`config.mk`:
```
export PLATFORM = sky130hd
export DESIGN_NAME = control_multiciclo
export DESIGN_NICKNAME = d
export VERILOG_FILES = /design/src/rtl/control_pkg.sv /design/src/rtl/control_opc_class.sv /design/src/rtl/control_multiciclo.sv
export SDC_FILE = /design/constraint.sdc
export NUM_CORES = 1
export LEC_CHECK = 0
export ABC_AREA = 1
export BUFFER_PORTS_ARGS = -buffer_cell sky130_fd_sc_hd__buf_2
export CORE_MARGIN = 8
export CORE_UTILIZATION = 48
export DETAILED_ROUTE_END_ITERATION = 8
export GPL_TIMING_DRIVEN = 0
export PLACE_DENSITY = 0.85
export SYNTH_ARGS = -nofsm -noshare
export SYNTH_HDL_FRONTEND = slang
export SYNTH_SLANG_ARGS = --single-unit
```
`constraint.sdc`:
```
create_clock -name CLK -period 2.2 [get_ports CLK]
set_clock_uncertainty 0.2 [all_clocks]
set_input_delay 0.44 -clock CLK [delete_from_list [all_inputs] [get_ports CLK]]
set_output_delay 0.44 -clock CLK [all_outputs]
set_load 0.02 [all_outputs]
```
`src/rtl/control_pkg.sv`:
```
// Shared definitions for the multicycle control unit: FSM states, opcode
// constants, instruction classes and datapath select encodings.
// Optional feature macro: CONTROL_ILLEGAL_TRAP_EN (adds the TRAP state).
package control_pkg;

    localparam int OPC_W = 7;

    // RV32I major opcodes
    localparam logic [OPC_W-1:0] OPC_R      = 7'b0110011;
    localparam logic [OPC_W-1:0] OPC_I      = 7'b0010011;
    localparam logic [OPC_W-1:0] OPC_LOAD   = 7'b0000011;
    localparam logic [OPC_W-1:0] OPC_STORE  = 7'b0100011;
    localparam logic [OPC_W-1:0] OPC_BRANCH = 7'b1100011;
    localparam logic [OPC_W-1:0] OPC_JAL    = 7'b1101111;
    localparam logic [OPC_W-1:0] OPC_JALR   = 7'b1100111;
    localparam logic [OPC_W-1:0] OPC_LUI    = 7'b0110111;
    localparam logic [OPC_W-1:0] OPC_AUIPC  = 7'b0010111;

    // ALU control class
    localparam logic [1:0] ALUOP_R   = 2'b00;
    localparam logic [1:0] ALUOP_I   = 2'b01;
    localparam logic [1:0] ALUOP_ADD = 2'b10;
    localparam logic [1:0] ALUOP_BR  = 2'b11;

    // ALU operand A select
    localparam logic [1:0] SRCA_PC    = 2'b00;
    localparam logic [1:0] SRCA_OLDPC = 2'b01;
    localparam logic [1:0] SRCA_RS1   = 2'b10;
    localparam logic [1:0] SRCA_ZERO  = 2'b11;

    // ALU operand B select
    localparam logic [1:0] SRCB_RS2  = 2'b00;
    localparam logic [1:0] SRCB_IMM  = 2'b01;
    localparam logic [1:0] SRCB_FOUR = 2'b10;

    // Upper-immediate operand select
    localparam logic [1:0] UPPER_AUIPC  = 2'b01;
    localparam logic [1:0] UPPER_NORMAL = 2'b10;

    // Control FSM states
    typedef enum logic [3:0] {
        S_FETCH  = 4'd0,
        S_DECODE = 4'd1,
        S_MEMADR = 4'd2,
        S_MEMRD  = 4'd3,
        S_MEMWB  = 4'd4,
        S_MEMWR  = 4'd5,
        S_EXEC_R = 4'd6,
        S_EXEC_I = 4'd7,
        S_BRANCH = 4'd8,
        S_JUMP   = 4'd9,
        S_UPPER  = 4'd10,
        S_ALUWB  = 4'd11,
        S_TRAP   = 4'd12
    } state_t;

    // Instruction classes produced by the opcode decoder
    typedef enum logic [2:0] {
        CLS_NONE   = 3'd0,
        CLS_LOAD   = 3'd1,
        CLS_STORE  = 3'd2,
        CLS_R      = 3'd3,
        CLS_I      = 3'd4,
        CLS_BRANCH = 3'd5,
        CLS_JUMP   = 3'd6,
        CLS_UPPER  = 3'd7
    } opc_class_t;

endpackage

```
`src/rtl/control_opc_class.sv`:
```
// Combinational opcode to instruction-class decoder used by the DECODE
// transition and by the MEMADR load/store split.
import control_pkg::*;

module control_opc_class (
    input  logic [OPC_W-1:0] opcode,
    output opc_class_t       cls
);

    // Map each supported opcode onto its execution class
    always_comb begin
        cls = CLS_NONE;
        case (opcode)
            OPC_LOAD:            cls = CLS_LOAD;
            OPC_STORE:           cls = CLS_STORE;
            OPC_R:               cls = CLS_R;
            OPC_I:               cls = CLS_I;
            OPC_BRANCH:          cls = CLS_BRANCH;
            OPC_JAL, OPC_JALR:   cls = CLS_JUMP;
            OPC_LUI, OPC_AUIPC:  cls = CLS_UPPER;
            default:             cls = CLS_NONE;
        endcase
    end

endmodule

```
`src/rtl/control_multiciclo.sv`:
```
// Multicycle Moore control unit for the RV32I datapath. Sequences fetch,
// decode, execute, memory and write-back over a shared ALU and a unified
// memory with a ready handshake.
// Optional feature macro: CONTROL_ILLEGAL_TRAP_EN -- unknown opcodes enter a
// sticky TRAP state and raise ILLEGAL instead of retiring as a NOP.
//
// Memory handshake: MEMREAD/MEMWRITE (with ADRSRC) form a request that is held
// stable every cycle until the memory answers with MEM_READY=1; the access
// completes in the cycle where request and MEM_READY are both high, and the
// FSM leaves the requesting state on the following edge.
import control_pkg::*;

module control_multiciclo #(
    parameter int TAM_INS      = 7,
    parameter int TAM_ALUOP    = 2,
    parameter int TAM_AUIPCLUI = 2,
    parameter int TAM_SRC      = 2
) (
    input  logic                    CLK,
    input  logic                    RST,
    input  logic [TAM_INS-1:0]      OPCODE,
    input  logic                    MEM_READY,
    output logic                    IRWRITE,
    output logic                    PCWRITE,
    output logic                    BRANCH,
    output logic                    ADRSRC,
    output logic                    MEMREAD,
    output logic                    MEMWRITE,
    output logic                    MEMTOREG,
    output logic                    REGWRITE,
    output logic [TAM_SRC-1:0]      ALUSRCA,
    output logic [TAM_SRC-1:0]      ALUSRCB,
    output logic [TAM_ALUOP-1:0]    ALUOP,
    output logic [TAM_AUIPCLUI-1:0] AUIPCLUI,
    output logic                    RETIRE,
`ifdef CONTROL_ILLEGAL_TRAP_EN
    output logic                    ILLEGAL,
`endif
    output state_t                  dbg_state
);

    state_t     state;
    state_t     state_next;
    opc_class_t cls;

    control_opc_class u_opc_class (
        .opcode (OPCODE[OPC_W-1:0]),
        .cls    (cls)
    );

    assign dbg_state = state;

    // State register; reset takes effect on the clock edge
    always_ff @(posedge CLK) begin
        if (RST) begin
            state <= S_FETCH;
        end else begin
            state <= state_next;
        end
    end

    // Next-state logic
    always_comb begin
        state_next = state;
        case (state)
            S_FETCH:  if (MEM_READY) state_next = S_DECODE;
            S_DECODE: begin
                case (cls)
                    CLS_LOAD, CLS_STORE: state_next = S_MEMADR;
                    CLS_R:               state_next = S_EXEC_R;
                    CLS_I:               state_next = S_EXEC_I;
                    CLS_BRANCH:          state_next = S_BRANCH;
                    CLS_JUMP:            state_next = S_JUMP;
                    CLS_UPPER:           state_next = S_UPPER;
`ifdef CONTROL_ILLEGAL_TRAP_EN
                    default:             state_next = S_TRAP;
`else
                    default:             state_next = S_FETCH;
`endif
                endcase
            end
            S_MEMADR: state_next = (cls == CLS_STORE) ? S_MEMWR : S_MEMRD;
            S_MEMRD:  if (MEM_READY) state_next = S_MEMWB;
            S_MEMWB:  state_next = S_FETCH;
            S_MEMWR:  if (MEM_READY) state_next = S_FETCH;
            S_EXEC_R: state_next = S_ALUWB;
            S_EXEC_I: state_next = S_ALUWB;
            S_BRANCH: state_next = S_FETCH;
            S_JUMP:   state_next = S_ALUWB;
            S_UPPER:  state_next = S_ALUWB;
            S_ALUWB:  state_next = S_FETCH;
`ifdef CONTROL_ILLEGAL_TRAP_EN
            S_TRAP:   state_next = S_TRAP;
`endif
            default:  state_next = S_FETCH;
        endcase
    end

    // Output decode; reset forces every enable and select to its idle value
    always_comb begin
        IRWRITE  = 1'b0;
        PCWRITE  = 1'b0;
        BRANCH   = 1'b0;
        ADRSRC   = 1'b0;
        MEMREAD  = 1'b0;
        MEMWRITE = 1'b0;
        MEMTOREG = 1'b0;
        REGWRITE = 1'b0;
        ALUSRCA  = SRCA_PC;
        ALUSRCB  = SRCB_RS2;
        ALUOP    = ALUOP_R;
        AUIPCLUI = UPPER_NORMAL;
        RETIRE   = 1'b0;
`ifdef CONTROL_ILLEGAL_TRAP_EN
        ILLEGAL  = 1'b0;
`endif
        if (!RST) begin
            case (state)
                S_FETCH: begin
                    MEMREAD = 1'b1;
                    ALUSRCA = SRCA_PC;
                    ALUSRCB = SRCB_FOUR;
                    ALUOP   = ALUOP_ADD;
                    IRWRITE = MEM_READY;
                    PCWRITE = MEM_READY;
                end
                S_DECODE: begin
                    // Branch/JAL target precomputed into the ALU result register
                    ALUSRCA = SRCA_OLDPC;
                    ALUSRCB = SRCB_IMM;
                    ALUOP   = ALUOP_ADD;
`ifndef CONTROL_ILLEGAL_TRAP_EN
                    RETIRE  = (cls == CLS_NONE);
`endif
                end
                S_MEMADR: begin
                    ALUSRCA = SRCA_RS1;
                    ALUSRCB = SRCB_IMM;
                    ALUOP   = ALUOP_ADD;
                end
                S_MEMRD: begin
                    ADRSRC  = 1'b1;
                    MEMREAD = 1'b1;
                end
                S_MEMWB: begin
                    MEMTOREG = 1'b1;
                    REGWRITE = 1'b1;
                    RETIRE   = 1'b1;
                end
                S_MEMWR: begin
                    ADRSRC   = 1'b1;
                    MEMWRITE = 1'b1;
                    RETIRE   = MEM_READY;
                end
                S_EXEC_R: begin
                    ALUSRCA = SRCA_RS1;
                    ALUSRCB = SRCB_RS2;
                    ALUOP   = ALUOP_R;
                end
                S_EXEC_I: begin
                    ALUSRCA = SRCA_RS1;
                    ALUSRCB = SRCB_IMM;
                    ALUOP   = ALUOP_I;
                end
                S_BRANCH: begin
                    ALUSRCA = SRCA_RS1;
                    ALUSRCB = SRCB_RS2;
                    ALUOP   = ALUOP_BR;
                    BRANCH  = 1'b1;
                    RETIRE  = 1'b1;
                end
                S_JUMP: begin
                    // JAL (bit 3 set) keeps old PC; JALR takes rs1 as operand A
                    PCWRITE = 1'b1;
                    ALUSRCA = OPCODE[3] ? SRCA_OLDPC : SRCA_RS1;
                    ALUSRCB = SRCB_FOUR;
                    ALUOP   = ALUOP_ADD;
                end
                S_UPPER: begin
                    // AUIPC (bit 5 clear) adds to old PC; LUI adds to zero
                    ALUSRCB = SRCB_IMM;
                    ALUOP   = ALUOP_I;
                    if (OPCODE[5]) begin
                        ALUSRCA = SRCA_ZERO;
                    end else begin
                        ALUSRCA  = SRCA_OLDPC;
                        AUIPCLUI = UPPER_AUIPC;
                    end
                end
                S_ALUWB: begin
                    MEMTOREG = 1'b0;
                    REGWRITE = 1'b1;
                    RETIRE   = 1'b1;
                end
`ifdef CONTROL_ILLEGAL_TRAP_EN
                S_TRAP: begin
                    ILLEGAL = 1'b1;
                end
`endif
                default: begin
                end
            endcase
        end
    end

endmodule

```
# Word-level counts from Yosys, hierarchy flattened
# Index checks and enable logic that the tools add are counted.
# W data, S select, Z words.
dict set report totals {
  elab_cells 83
  in_bits 10
  reg_bits 4
  out_inout_bits 21
}
dict set report op_classes {
  reduce_logical 16
  eq_ne 30
  mux 36
}
# operator n
set op_table {}
lappend op_table {{$pmux W4 S6} 2}
lappend op_table {{$eq A7 B6 Y1 const B} 3}
lappend op_table {{$eq A7 B7 Y1 const B} 3}
lappend op_table {{$pmux W3 S7} 1}
lappend op_table {{$eq A4 B3 Y1 const B} 4}
lappend op_table {{$eq A4 B4 Y1 const B} 4}
lappend op_table {{$mux W1} 16}
lappend op_table {{$mux W2} 8}
lappend op_table {{$reduce_or A2 Y1} 8}
lappend op_table {{$reduce_or A4 Y1} 4}
lappend op_table {{$eq A7 B5 Y1 const B} 2}
lappend op_table {{$eq A3 B3 Y1 const B} 4}
lappend op_table {{$mux W4} 3}
lappend op_table {{$eq A4 B2 Y1 const B} 2}
lappend op_table {{$pmux W2 S4} 1}
lappend op_table {{$eq A7 B2 Y1 const B} 1}
lappend op_table {{$eq A3 B2 Y1 const B} 2}
lappend op_table {{$ne A2 B2 Y1 const B} 3}
lappend op_table {{$pmux W2 S3} 1}
lappend op_table {{$eq A4 B1 Y1 const B} 1}
lappend op_table {{$logic_not A4 Y1} 1}
lappend op_table {{$pmux W2 S2} 1}
lappend op_table {{$eq A3 B1 Y1 const B} 1}
lappend op_table {{$logic_not A3 Y1} 1}
lappend op_table {{other kinds (5)} 5}

# Logic depth before layout (Yosys ltp)
# Gate-level depths: netlist of the first run.
dict set report depth {
  ltp_word 7
  depth_mapped 11
  mapped_depth_nobuf 10
}

# Hierarchy
# Synthesis of the first run repeated with hierarchy kept, for this count alone.
dict set report hier_totals {
  cells_unflattened 131
  area_unflattened_um2 668.1
}
# mod seq_area_each_um2 area_per_inst_um2 n_inst cells_each
set modules_own_cells {}
lappend modules_own_cells {control_multiciclo 80.1 535.5 1 102}
lappend modules_own_cells {control_opc_class 0.0 132.6 1 29}

# Least setup slack after synthesis of the first run
# No wires, ideal clock.
dict set report synth_path {
  path_type {input -> output}
  startpoint {input RST}
  endpoint {output ALUOP[1]}
  n_path_buf 1
  arrival_time_ns 1.733
  path_slack_ns -0.173
  t_required_ns 1.560
  path_stages 2
  path_cell_list {clkbuf_1 -> a2111oi_0}
}
dict set report synth_via {
  elab_chain_cells 1
}
# element line
set synth_rtl {}
lappend synth_rtl {{start: declaration} control_multiciclo.sv:20} ;# input logic RST,
lappend synth_rtl {{$mux W2} control_multiciclo.sv:117} ;# if (!RST) begin
lappend synth_rtl {{end: declaration} control_multiciclo.sv:33} ;# output logic [TAM_ALUOP-1:0] ALUOP,
# No other way between the ends.

# Final worst setup path of the first run
dict set report layout_path {
  startpoint {register state[2], in the netlist dbg_state[2]}
  endpoint {output RETIRE}
}
dict set report layout_via {
  elab_chain_cells 4
  elab_cells_between_ends 8
  cone_classes {eq/ne (5); mux (2); reduce/logical (1)}
}
# element line
set layout_rtl {}
lappend layout_rtl {{start: declaration} control_multiciclo.sv:42} ;# state_t state;
lappend layout_rtl {{start signal: assignment} control_multiciclo.sv:58} ;# state <= state_next;
lappend layout_rtl {{$eq A4 B4 Y1 or $eq A4 B3 Y1 (tied branches)} control_multiciclo.sv:118} ;# case (state)
lappend layout_rtl {{$reduce_or A3 Y1 (no source line)} --}
lappend layout_rtl {{$pmux W1 S3 (*)} control_multiciclo.sv:118}
lappend layout_rtl {{$mux W1 (*)} control_multiciclo.sv:117}
lappend layout_rtl {{end: declaration} control_multiciclo.sv:35} ;# output logic RETIRE,
# Mark *: on every way between the ends. The rest lies on a longest branch, timed or not.

==> flow_summary.ini, run 1 <==
[run_status]
status = finished, final reports clean

[detailed_routing]
postRouteWirelength_um = 2000
routed_via_density = 5.299
drt_iter0_markers = 30
dr.pass1.iters = 4
via_count = 922
post_drt_wl_per_cell_um = 11.49
postRouteAntennaNets = 0
drc = 0

[floorplanning]
rows = 13
coreArea_um2 = 1269
fp.dieH_um = 52.18
die-area_um2 = 2722
die_w_um = 52.18
io_pins = 31
initial_core_util_pct = 49.51

[critical_path]
cp-startpoint = dbg_state[2]
worstSetupPathType = reg -> out
cp_cell_sequence = inv_2, nor2_2, nand3_1, nor2_1, nor2_1, a31oi_1, buf_4
path_max_fanout = 5
crit_required_ns = 1.56
endpoint_kind = output port
timing.rr.start = dbg_state[1]
cp_top_family = simple AND/OR/NAND/NOR gates
slowest_stage = dfxtp_2
critPathBufInv = 2
timing.rr.end = dbg_state[1]
regToRegSetupSlack_ns = 0.59
critPathMostFrequentCell = nor2_1
worstPathArrival_ns = 1.50
crit_cells = 7
critPathLaunchType = flip-flop
cp-endpoint = RETIRE
critical-path-max-stage-delay_ns = 0.40
r2r_cells = 11

[timing]
rsz0062_at_grt = yes
report.final.slew_viol_count = 0
slew_headroom_pct = 71.12
hold_violations = 0
fmaxAchievable_ghz = 0.4669
period_share_pct = 97.34
setup_slack_ns = 0.05842
report.final.setup_viol = 0
finalCriticalPeriod_ns = 2.142
hold_ws_ns = 0.3227
worst_slew_pin_slew_ns = 0.4333

[global_routing]
grt_usage_pct = 14.19
gr-total-overflow = 0
antenna_found_initial = 0
grt_max_degree = 11
grt_pass1_vias = 792
grt_pass1_wl_um = 3132

[place]
dp_hpwl_um = 1580
gp_congestion = 0.8412
io_buffers = 28
pre_cts_ws_ns = 0.1058

[final_layout]
largest_reg_flops = 4
layout_common_cells = nand2_1 (35), buf_2 (29), nor2_1 (20)
finish.net_count = 171
syn_to_final_growth_pct = 33.67
antenna_cells = 0
drive_gt1_share_pct = 33.96
fill_cells = 130
final_common_cell = nand2_1

[power]
worst_ir_drop_vdd_mv = 0.3182
total_leakage_power_uw = 0.0004810
powerDensity_nw_per_um2 = 355.7

[yosys]
seq_area_frac_synth_pct = 12.75
mappedNetlistArea_um2 = 628.1
ys_ff_latch = 4
synth_cell_type_count = 21
synthesis.nets = 138
ys_warn_count = 0
syn_area_per_cell_um2 = 4.907
synthCells = 128

[clock_network]
clockBufferDepth = 2
cts_buffers = 3
clk_latency_ns = 0.24
cts.sinks = 4
cts_tree = built
root_buffer = clkbuf_4
htree_levels = 1
clk_pin_slew_ns = 0.04

[hold_path]
hold_path.class = reg -> reg

[run]
cap_violations = 0
==> layer usage <==
layer  GRT usage [%]  wire length, um  vias up
met1           14.45              774      400
li1                -                -      471
met5               0                0        -
met3           3.977              225        7
met4           2.586               51        0
met2           27.80              948       44
==> cells by family (layout without fill, tap and decap cells) <==
group	Yosys count	after routing	synth area share [%]
flops	4	4	12.75
compound gates	18	18	16.34
simple gates	81	81	55.58
buf+inv	25	56	15.34
==> final cells by class <==
cell class	instances	area [um2]	share of cell area, %
Buffer	4	17.52	2.086
Multi-Input combinational cell	99	475.5	56.63
Sequential cell	4	83.83	9.985
Inverter	21	78.83	9.389
Timing Repair Buffer	28	142.6	16.99
Clock buffer	3	22.52	2.683
Tap cell	15	18.77	2.235
==> synthesized netlist by cell type (all sizes together) <==
cell type	instances	share of area, %
clkbuf	2	1.2
inv	21	13
nand4	1	1.0
nand3b	1	1.2
nor2	27	19
nand2	37	22
o21ai	5	4.0
buf	2	1.6
a2111oi	1	1.4
nor3	3	3.2
a31oi	1	1.0
dfxtp	4	13
a221oi	1	1.4
o22ai	1	1.0
a21oi	8	6.4
nand3	12	9.6
o211ai	1	1.2
==> power by group <==
part	switching, uW	internal [uW]	total [uW]
Combinational	82.2	42.0	124
Clock	30.2	61.0	91.2
Sequential	6.57	76.8	83.3
==> what timing repair did <==
action | CTS | global route
setup endpoints to repair | 1 | 7
hold buffers | 0 | 0
setup buffers | 0 | 0
endpoints found under the hold margin | 0 | 0
resized for setup | 1 | 9
==> worst min-delay path, stage by stage (launching register included) <==
cell     delay [ns]
dfxtp_2        0.35
nand2_1        0.07
a21oi_1        0.05
==> per-stage QoR <==
step	total power [uW]	area, um2	utilization [%]	instances	setup TNS [ns]
floorplan	164.8	629.4	-	128	0
global placement	199.3	788.3	62.13	171	0
detailed placement	201.8	788.3	62.13	171	0
CTS	295.0	813.3	64.10	174	0
global route	326.1	839.6	66.17	174	-0.08380
finish	298.7	839.6	66.17	174	0
==> worst min-delay path by stage <==
stage                 startpoint            to  slack [ns]  cells past startpoint
finish              dbg_state[2]  dbg_state[2]        0.32                      2
global route        dbg_state[2]  dbg_state[2]        0.35                      2
CTS                 dbg_state[2]  dbg_state[2]        0.33                      2
detailed placement  dbg_state[2]  dbg_state[2]        0.33                      2
global placement    dbg_state[2]  dbg_state[2]        0.32                      2
floorplan           dbg_state[2]  dbg_state[2]        0.39                      2
No activity file was read; power rests on OpenSTA's default activity.
==> inputs of run 2 (changes only) <==
--- a/config.mk
+++ b/config.mk
@@ -7,11 +7,13 @@
 export LEC_CHECK = 0
 export ABC_AREA = 1
 export BUFFER_PORTS_ARGS = -buffer_cell sky130_fd_sc_hd__buf_2
-export CORE_MARGIN = 8
-export CORE_UTILIZATION = 48
+export CAP_MARGIN = 5
+export CORE_MARGIN = 4
+export CORE_UTILIZATION = 49
 export DETAILED_ROUTE_END_ITERATION = 8
 export GPL_TIMING_DRIVEN = 0
 export PLACE_DENSITY = 0.85
 export SYNTH_ARGS = -nofsm -noshare
 export SYNTH_HDL_FRONTEND = slang
+export SYNTH_HIERARCHICAL = 1
 export SYNTH_SLANG_ARGS = --single-unit
==> flow_summary.ini, run 2 <==
[final_layout]
final_cell_area_um2 = 994.7
final_cells = 181
utilization_pct = 77.41
layout_common_cells = nand2_1 (34), buf_2 (22), nor2_1 (18)
largest_reg_flops = 4
syn_to_final_growth_pct = 48.88
drive_gt1_share_pct = 43.37
antenna_cells = 0
final_common_cell = nand2_1
finish.net_count = 178

[clock_network]
clockBufferDepth = 2
cts_hold_buf = 0
clk_latency_ns = 0.25
htree_levels = 1
root_buffer = clkbuf_4
cts_buffers = 3
cts.sinks = 4
cts_tree = built
clk_pin_slew_ns = 0.04

[hold_path]
hold_path.class = reg -> reg

[yosys]
ys_async_sr_fraction_pct = 0
yosysTopAreaCell = nand2_1
synthCells = 131
ys_warn_count = 6
netlist_top_cells_count = nand2_1 (38), nor2_1 (22), inv_1 (16), nand3_1 (11), a21oi_1 (8)
synth_edf_count = 0
synthesis.nets = 141
netlist.area_leader.share_pct = 21.35
syn_area_per_cell_um2 = 5.100
synth_cell_type_count = 24
synthFlopType = dfxtp_1
mappedNetlistArea_um2 = 668.1
ys_ff_latch = 4
seq_area_frac_synth_pct = 11.99
yosys-top-cells-area = nand2_1 (21%), nor2_1 (12%), dfxtp_1 (12%), inv_1 (9.0%), nand3_1 (8.2%)
yosysMostFrequentCell = nand2_1

[critical_path]
path_max_fanout = 2
crit_required_ns = 1.56
regToRegSetupSlack_ns = 0.80
critPathLaunchType = primary input
endpoint_kind = output port
worstSetupPathType = in -> out
worstPathArrival_ns = 1.57

[timing]
slew_headroom_pct = 70.28
fmaxAchievable_ghz = 0.4521
fin_tns_setup_ns = -0.01184
setup_slack_ns = -0.01184
hold_violations = 0
finalCriticalPeriod_ns = 2.212
worst_slew_pin_slew_ns = 0.4458
report.final.setup_viol = 1
period_share_pct = 100.5
rsz0062_at_grt = yes
report.final.slew_viol_count = 0

[power]
worst_ir_drop_vdd_mv = 0.3567
power_uw = 347.8
powerDensity_nw_per_um2 = 349.7
total_leakage_power_uw = 0.0005443

[place]
place_area_um2 = 838.3
dp_cells = 175
dp_hpwl_um = 1695
gp_congestion = 0.8893
io_buffers = 29

[floorplanning]
initial_core_util_pct = 52.00
fp.dieH_um = 44.93
rows = 13
die-area_um2 = 2018
coreArea_um2 = 1285
die_w_um = 44.93
io_pins = 31

[global_routing]
gr-total-overflow = 0
antenna_found_initial = 0
grt_pass1_vias = 876
grt_max_degree = 11
grt_usage_pct = 23.52
grt_pass1_wl_um = 3539

[detailed_routing]
routed_via_density = 5.597
drc = 0
postRouteAntennaNets = 0
post_drt_wl_per_cell_um = 13.70
via_count = 1013
drt_iter0_markers = 40
postRouteWirelength_um = 2479
dr.pass1.iters = 4

[run_status]
violations = negative setup slack
status = complete, but fails checks

[run]
cap_violations = 0
run 2: cell types whose count changed in the layout (fill, tap and decap cells not counted), sizes merged, moves of 2 or more:
cell,delta
nand3,+2
nand2,+3
buf,+3
o21ai,-2
run 2: worst paths after layout:
| check | start | to | cells past startpoint |
|---|---|---|---|
| hold reg to reg | dbg_state[0] | dbg_state[0] | 2 |
| setup reg to reg | dbg_state[3] | dbg_state[0] | 8 |
| hold / removal | dbg_state[0] | dbg_state[0] | 2 |
| setup / recovery | OPCODE[1] | RETIRE | 13 |
run 2: worst max-delay path, stage by stage:
cell,delay [ns]
buf_6,0.07
nand2_2,0.05
inv_2,0.07
nand2_2,0.07
nor2_1,0.13
nor2_1,0.06
nand2_1,0.09
inv_1,0.06
nand2_2,0.09
nor2_4,0.04
a31oi_1,0.17
nand2_1,0.09
buf_6,0.13
run 2: cell families after synthesis:
| logic type | count (synthesis) | share of synthesized area [%] |
|---|---|---|
| flops | 4 | 11.99 |
| compound gates | 17 | 15.17 |
| buf+inv | 24 | 13.67 |
| simple gates | 86 | 59.18 |
run 2: stage by stage:
stage	hold slack (ns)	setup slack [ns]
after global routing	0.3788	-0.09873
after floorplan	0.4431	0.08749
after CTS	0.3751	0.01293
final	0.3497	-0.01184
after detailed placement	0.3912	-0.03574
after global placement	0.3888	-0.003375
run 2: layout make-up:
class | instances | area, um2
fill | 98 | 290.3
buffer | 2 | 8.758
tap | 15 | 18.77
inverter | 22 | 85.08
timing repair buffer | 32 | 214.0
sequential | 4 | 90.09
multi-input combinational | 103 | 555.5
clock buffer | 3 | 22.52
run 2: report_power, final:
part | switching, uW | internal, uW | total [uW]
clock | 40.1 | 61.7 | 102
combinational | 102 | 61.2 | 164
sequential | 7.34 | 75.1 | 82.5
total | 150 | 198 | 348
run 2: repair_timing:
action                                  in CTS  in global routing
endpoints found under the setup margin       2                 10
gates cloned                                 0                  0
pin swaps                                    2                 13
setup buffers                                1                  2
resized for setup                            2                 38
run 2: metal layers:
metal	global-route usage (%)	vias to the layer above	share of wire [%]
li1	-	489	-
met1	26.32	443	37
met2	40.11	65	51
met3	5.179	16	8.1
met4	14.04	0	4.0
met5	0	-	0
==> inputs of run 3 (changes only) <==
--- a/config.mk
+++ b/config.mk
@@ -6,13 +6,13 @@
 export NUM_CORES = 1
 export LEC_CHECK = 0
 export ABC_AREA = 1
-export BUFFER_PORTS_ARGS = -buffer_cell sky130_fd_sc_hd__buf_2
 export CAP_MARGIN = 5
-export CORE_MARGIN = 4
-export CORE_UTILIZATION = 49
+export CORE_AREA = 4 4 41 43
 export DETAILED_ROUTE_END_ITERATION = 8
+export DIE_AREA = 0 0 45 47
+export DONT_BUFFER_PORTS = 1
 export GPL_TIMING_DRIVEN = 0
-export PLACE_DENSITY = 0.85
+export PLACE_DENSITY = 0.67
 export SYNTH_ARGS = -nofsm -noshare
 export SYNTH_HDL_FRONTEND = slang
 export SYNTH_HIERARCHICAL = 1
==> constraint.sdc (replaced) <==
create_clock -name CLK -period 2.75 [get_ports CLK]
set_clock_uncertainty 0.2 [all_clocks]
set_input_delay 0.55 -clock CLK [delete_from_list [all_inputs] [get_ports CLK]]
set_output_delay 0.55 -clock CLK [all_outputs]
set_load 0.02 [all_outputs]
==> flow_summary.ini, run 3 (same netlist as run 2, synthesis figures left out) <==
[run_status]
status = finished, final reports clean

[global_routing]
use_met3_pct = 6.130
antenna_found_initial = 0
grt_max_degree = 11
grt_usage_pct = 18.63
grt_pass1_vias = 718
grtUsageMet2_pct = 35.31
busiest_layer = met2
gr-usage-met1_pct = 21.09
gr-total-overflow = 0
grt_pass1_wl_um = 2987

[critical_path]
critPathLaunchType = flip-flop
worstSetupPathType = reg -> out
worstPathArrival_ns = 1.88
critical-path-max-stage-delay_ns = 0.59
crit_required_ns = 2.00
critPathMostFrequentCell = nand2_1
path_max_fanout = 8
cp_cell_sequence = nand2_1, inv_1, nand2_1, a21oi_1, a31oi_1, nand2_1
slowest_stage = dfxtp_1
endpoint_kind = output port

[run]
cap_violations = 0

[place]
dp_cells = 147
io_buffers = 0
pre_cts_ws_ns = 0.2592
gp_congestion = 0.9177
dp_hpwl_um = 1483

[timing]
rsz0062_at_grt = no
slew_headroom_pct = 57.19
fin_tns_setup_ns = 0
finalCriticalPeriod_ns = 2.628
hold_violations = 0
worst_slew_pin_slew_ns = 0.6355
period_share_pct = 95.58
setup_slack_ns = 0.1216
report.final.slew_viol_count = 0
report.final.setup_viol = 0
fmaxAchievable_ghz = 0.3805

[final_layout]
antenna_cells = 0
final_cells = 150
layout_common_cells = nand2_1 (38), nor2_1 (22), inv_1 (16)
drive_gt1_share_pct = 17.78
fill_cells = 148
syn_to_final_growth_pct = 7.865
finish.net_count = 147
final_common_cell = nand2_1
largest_reg_flops = 4

[floorplanning]
die-area_um2 = 2115
rows = 13
fp.dieH_um = 47
die_w_um = 45
coreArea_um2 = 1301
initial_core_util_pct = 51.35
io_pins = 31

[detailed_routing]
post_drt_wl_per_cell_um = 12.01
drt_iter0_markers = 22
dr.pass1.iters = 4
postRouteAntennaNets = 0
routed_via_density = 5.520
via_count = 828
postRouteWirelength_um = 1801
drc = 0

[clock_network]
clk_pin_slew_ns = 0.04
cts_buffers = 3
cts_resized = 0
cts.sinks = 4
htree_levels = 1
clk_latency_ns = 0.23
cts_hold_buf = 0
clockBufferDepth = 2
cts_setup_buffers = 0
root_buffer = clkbuf_4
cts_tree = built

[hold_path]
hold_path.class = in -> reg

[power]
total_leakage_power_uw = 0.0003778
worst_ir_drop_vdd_mv = 0.1483
powerDensity_nw_per_um2 = 311.3
==> run 3: changes by cell type in the layout (fill, tap and decap cells not counted), sizes merged <==
cell  previous run  this run
buf             33         2
==> run 3: area by class of cell <==
class	instances	area (um2)	area share (%)
plain buffers	2	8.758	1.215
clock buffers	3	22.52	3.125
inverters	22	82.58	11.46
multi-input cells	103	501.7	69.62
flip-flops and latches	4	81.33	11.28
well taps	15	18.77	2.604
repair buffers	1	5.005	0.6944
==> run 3: routing by layer <==
metal	up-vias	wire [um]
met5	-	0
met3	2	147
li1	427	-
met2	33	934
met1	366	713
met4	0	6
==> run 3: report_power, final <==
group	internal, uW	total (uW)	leakage, uW	switching, uW
clock network	48.6	69.9	0.0000138	21.3
registers	61.7	71.8	0.0000328	10.1
logic	23.1	82.7	0.000331	59.6
total	133	224	0.000378	90.9
==> run 3: worst paths after layout <==
kind | from | to | slack, ns | depth (start not counted)
setup reg to reg | dbg_state[1] | dbg_state[0] | 1.09 | 7
hold / removal | MEM_READY | dbg_state[2] | 0.42 | 3
setup / recovery | dbg_state[1] | RETIRE | 0.12 | 6
hold reg to reg | dbg_state[0] | dbg_state[0] | 0.43 | 2
==> run 3: critical path, delay by kind of cell, from the launching register on <==
| kind | cells | cell delay (ns) |
|---|---|---|
| flops | 1 | 0.59 |
| simple gates | 3 | 0.37 |
| compound gates | 2 | 0.55 |
| buf+inv | 1 | 0.14 |
==> run 3: stage by stage <==
| stage | instance area [um2] | total power [uW] | util (%) | hold slack [ns] |
|---|---|---|---|---|
| after floorplan | 668.1 | 139.7 | - | 0.4431 |
| after global placement | 686.9 | 151.9 | 52.79 | 0.5063 |
| after detailed placement | 691.9 | 154.3 | 53.17 | 0.5216 |
| after CTS | 714.4 | 227.0 | 54.90 | 0.4079 |
| after global routing | 720.7 | 241.9 | 55.38 | 0.4459 |
| final | 720.7 | 224.3 | 55.38 | 0.4166 |
